**config.mk**
```make
export PLATFORM = sky130hd
export DESIGN_NAME = timer_ctrl
export DESIGN_NICKNAME = d
export VERILOG_FILES = /design/src/rtl/timer_ctrl.sv
export SDC_FILE = /design/constraint.sdc
export NUM_CORES = 1
export LEC_CHECK = 0
export CAP_MARGIN = 20
export CORE_MARGIN = 2
export CORE_UTILIZATION = 42
export CTS_CLUSTER_DIAMETER = 120
export CTS_CLUSTER_SIZE = 25
export DETAILED_ROUTE_END_ITERATION = 10
export PLACE_DENSITY = 0.78
export SLEW_MARGIN = 20
export SYNTH_ARGS = -nofsm -noshare
export SYNTH_HDL_FRONTEND = slang
export SYNTH_SLANG_ARGS = --single-unit
```
**constraint.sdc**
```tcl
create_clock -name clk -period 3.65 [get_ports clk]
set_clock_uncertainty 0.1 [all_clocks]
set_input_delay 0.73 -clock clk [delete_from_list [all_inputs] [get_ports clk]]
set_output_delay 0.73 -clock clk [all_outputs]
set_load 0.1 [all_outputs]
```
**src/rtl/timer_ctrl.sv**
```systemverilog
// Sequencing controller for an external WIDTH-bit timer datapath.
// It latches the period, loads and enables the counter, detects terminal count, and emits tick/done/err pulses.
module timer_ctrl #(
  parameter int WIDTH = 16,
  parameter int EXP_W = 8
) (
  input  logic             clk,
  input  logic             aclr_n,
  input  logic             start,
  input  logic             stop,
  input  logic             pause,
  input  logic             oneshot,
  input  logic [WIDTH-1:0] period,
  input  logic [WIDTH-1:0] timer_dout,
  output logic [WIDTH-1:0] timer_din,
  output logic             timer_ld,
  output logic             timer_cnt_en,
  output logic             timer_clr,
  output logic             busy,
  output logic             tick,
  output logic             done,
  output logic             err,
  output logic [EXP_W-1:0] exp_cnt
);

  typedef enum logic [1:0] {S_IDLE, S_LOAD, S_RUN, S_DONE} state_t;

  state_t           r_state, w_next;
  logic [WIDTH-1:0] r_per;
  logic             r_mode;
  logic [EXP_W-1:0] r_exp;
  logic             w_accept;
  logic             w_term;

  assign timer_din = '0;
  assign exp_cnt   = r_exp;
  // Terminal count is the last counted value; a paused cycle never expires.
  assign w_term    = (timer_dout == (r_per - WIDTH'(1))) & ~pause;

  always_comb begin
    w_next       = r_state;
    w_accept     = 1'b0;
    timer_ld     = 1'b0;
    timer_cnt_en = 1'b0;
    timer_clr    = 1'b0;
    busy         = 1'b0;
    tick         = 1'b0;
    done         = 1'b0;
    err          = 1'b0;
    case (r_state)
      S_IDLE: begin
        if (start) begin
          if (period != '0) begin
            w_accept = 1'b1;
            w_next   = S_LOAD;
          end else begin
            err = 1'b1;
          end
        end
      end
      S_LOAD: begin
        busy     = 1'b1;
        timer_ld = 1'b1;
        if (stop) begin
          timer_clr = 1'b1;
          w_next    = S_IDLE;
        end else begin
          w_next = S_RUN;
        end
      end
      S_RUN: begin
        busy = 1'b1;
        if (stop) begin
          timer_clr = 1'b1;
          w_next    = S_IDLE;
        end else begin
          timer_cnt_en = ~pause;
          if (w_term) begin
            tick = 1'b1;
            if (r_mode) w_next   = S_DONE;
            else        timer_ld = 1'b1;
          end
        end
      end
      S_DONE: begin
        done   = 1'b1;
        w_next = S_IDLE;
      end
      default: w_next = S_IDLE;
    endcase
  end

  always_ff @(posedge clk or negedge aclr_n) begin
    if (!aclr_n) begin
      r_state <= S_IDLE;
      r_per   <= '0;
      r_mode  <= 1'b0;
      r_exp   <= '0;
    end else begin
      r_state <= w_next;
      if (w_accept) begin
        r_per  <= period;
        r_mode <= oneshot;
        r_exp  <= '0;
      end else if (tick && (r_exp != '1)) begin
        r_exp <= r_exp + EXP_W'(1);
      end
    end
  end

endmodule

```
==> results of run 1 <==
power by group through the flow:
stage | Combinational [µW] | Sequential [µW] | Clock, µW
detailed placement | 1210 | 495 | 0
floorplan | 856 | 488 | 0
global route | 1350 | 506 | 179
CTS | 1230 | 490 | 167
finish | 1250 | 494 | 161
global placement | 1180 | 487 | 0
cell type report:
class | count | share of cell area [%]
clock buffers | 3 | 1.40
clock inverters | 1 | 0.169
inverters | 7 | 0.889
multi-input cells | 221 | 46.9
flip-flops and latches | 27 | 22.9
well taps | 67 | 2.84
repair buffers | 77 | 25.0
per-layer routing:
metal / vias to the layer above / wire [µm] / track usage [%]
met5: - / 0 / 0
li1: 1047 / - / -
met2: 49 / 2720 / 35.6
met4: 0 / 80 / 4.68
met3: 4 / 219 / 1.61
met1: 982 / 2270 / 23.6
sequential cells by signal, summed over array words and instances, names as in the netlist:
name / count
r_per: 16
r_mode: 1
r_state: 2
exp_cnt: 8
through the flow:
stage	hold slack, ps	worst slack [ps]
after global placement	391	-250
after global routing	468	-377
after floorplan	334	-758
after detailed placement	410	-257
final	437	-278
after CTS	432	-299
cells in the final DEF (no fill, tap or decap), types with 2 or more instances in the layout:
cell type        Yosys  routed
a21oi_1              7       7
a311o_1              2       2
buf_12               0       4
buf_4               16      29
clkbuf_8             0       3
clkdlybuf4s50_1      0      44
conb_1               1      16
dfrtp_1             27      27
ha_1                 7       6
inv_1                7       5
inv_2                0       2
mux2i_1              6       6
nand2_1             59      59
nand2b_1             5       5
nand3_1              7       7
nand3b_1             2       2
nand4_1              7       7
nor2_1               9       9
nor2b_1              2       2
nor3_1              10       8
nor3b_1              2       2
nor4_1               9       9
o211ai_1             2       2
o21a_1               2       2
o21ai_0             12      12
o31ai_1              2       2
or3_1                8       6
or3_4                0       2
or4_1                5       5
or4b_4               1       2
xnor2_1             12      12
xor2_1              10      10
tightest hold or removal path: stages (launching register included):
cell and delay [ps]:
dfrtp_1 380, nand2_1 60, nand2_1 70
worst paths after layout:
kind / startpoint / end / slack (ps) / depth (start not counted)
hold reg to reg: r_per[15]$_DFFE_PN0P_ / r_per[15]$_DFFE_PN0P_ / 440 / 2
min in group asynchronous: aclr_n / exp_cnt[0]$_DFFE_PN0P_ / 730 / 2
max in group asynchronous: aclr_n / r_per[8]$_DFFE_PN0P_ / 2470 / 2
hold / removal: r_per[15]$_DFFE_PN0P_ / r_per[15]$_DFFE_PN0P_ / 440 / 2
setup reg to reg: r_per[1]$_DFFE_PN0P_ / exp_cnt[2]$_DFFE_PN0P_ / 270 / 11
setup / recovery: r_per[1]$_DFFE_PN0P_ / timer_ld / -280 / 10
kinds of logic (layout without fill, tap and decap cells):
family | after synthesis | in the layout | synth area share, %
and+or+nand+nor | 135 | 135 | 32.4
AOI/OAI and AO/OA | 35 | 35 | 10.9
buffers and inverters | 34 | 88 | 8.92
DFF | 27 | 27 | 31.7
xor gates and xnor gates | 22 | 22 | 9.03
adders and majority gates | 7 | 7 | 4.11
muxes | 6 | 6 | 2.82
other | 1 | 16 | 0.176
repair_timing:
action / in CTS / in global routing
setup endpoints to repair: 2 / 2
setup buffers: 1 / 1
hold buffers: 0 / 0
pin swaps: 2 / 1
resized for setup: 5 / 1
==> metrics.txt, run 1 <==
run status complete, but fails checks; failing checks setup timing; CP required 2820 ps; Final WS setup -278 ps; async set-reset flop share out of synthesis 100%; Sink Count 27; final WL 5.29 mm; Setup TNS -393 ps; Pwr Density 643 nW/µm²; Avg Cell Area, Syn 7.99 µm²; Root Buffer clkbuf_8; most common cell in the netlist nand2_1; DRC viols 0; clk slew on worst S/H paths 90 ps; Startpoint Class flop; chip width 75.3 µm; # rows 25; Max-slew headroom 34.9%; 1st-pass router iterations 4; dpl cell area 2870 µm²; count of cell types in the netlist 46; DR iter-0 viols 110; max-slew violations 0; #FFs+latches synth 27; crit share post-route 108%; Top delay family on crit path simple AND/OR/NAND/NOR gates; GRT overflow 0; register share of total power 26.0%; Setup CP Type flop to output port; Final nets 382; Clock Path Buffers 2; clock share of power 8.5%; H-tree depth 1; Cell Chain, Critical Path inv_2 > ha_4 > or4b_4 > buf_4 > nor3_2 > xor2_1 > a2111o_1 > or3_4 > o41ai_4 > buf_12; Max-Cap Viols 0; worst-margin pin slew 974 ps; number of non-filler instances in the completed layout 403; Design Area, Final 2960 µm²; Fmax 255 MHz; post-route minimum period 3930 ps; synth warn 0; RSZ-0062 raised after global routing true; Reg area 676 µm²; Post-Syn Area 2130 µm²; CP bufs+invs 3; vias in the first global route 1942; Multi-input gate area 1390 µm²; Cell Count Post-Placement 397; via/cell ratio 5.17; Commonest cells post-synth nand2_1 (59), dfrtp_1 (27), buf_4 (16), o21ai_0 (12), xnor2_1 (12); Skew-Pair Late Insertion Delay 260 ps; total power 1900 µW; die area 5670 µm²; ys flop type dfrtp_1; final hold viol count 0; Post-DRT Antenna Nets 0; VDD IR-drop max 0.433 mV; P_leak 0.00128 µW; I/O Buffers 52; crit end category output port; register area share after synthesis 31.7%; net switching power of the design 924 µW; Yosys top cell area share 31.7%; crit-path max cell delay 500 ps; top post-synthesis cells by area dfrtp_1 (32%), nand2_1 (10%), buf_4 (5.6%); Starting Density 44.3%; post-synth top area cell dfrtp_1; Final Wtd Congestion 0.902; layout cells sized above 1 14.9%; CTS tree built; Top Ports 69; Pint 977 µW; total number of vias 2082; Hold Crit Class flop to flop; Logic pwr share 65.5%; CP arrival 3100 ps; first-pass GRT wire length 8.44 mm; Cells after Synth 267; largest net degree at the start of global routing 28; ant diodes 0; EDFF count, synth 0; initial antenna violation count 0; Layout fillers 443; total track usage 19.0%; P&R area growth vs syn 38.5%; CTS Buf Count 3; dpl hpwl 4.25 mm; wire per inst 13.1 µm; critical path peak fanout 5; Final Util 61.4%; Die Ht 75.3 µm; Slowest-stage cell, CP or4b_4; Switching Share 48.6%; core region area 4820 µm²; final setup violation count 2
No activity file was read; power rests on OpenSTA's default activity.
==> inputs of run 2 (changes only) <==
ABC_CLOCK_PERIOD_IN_PS = 3650   (was unset)
==> results of run 2 <==
Final layout, timing and power as in run 1 (identical DEF).
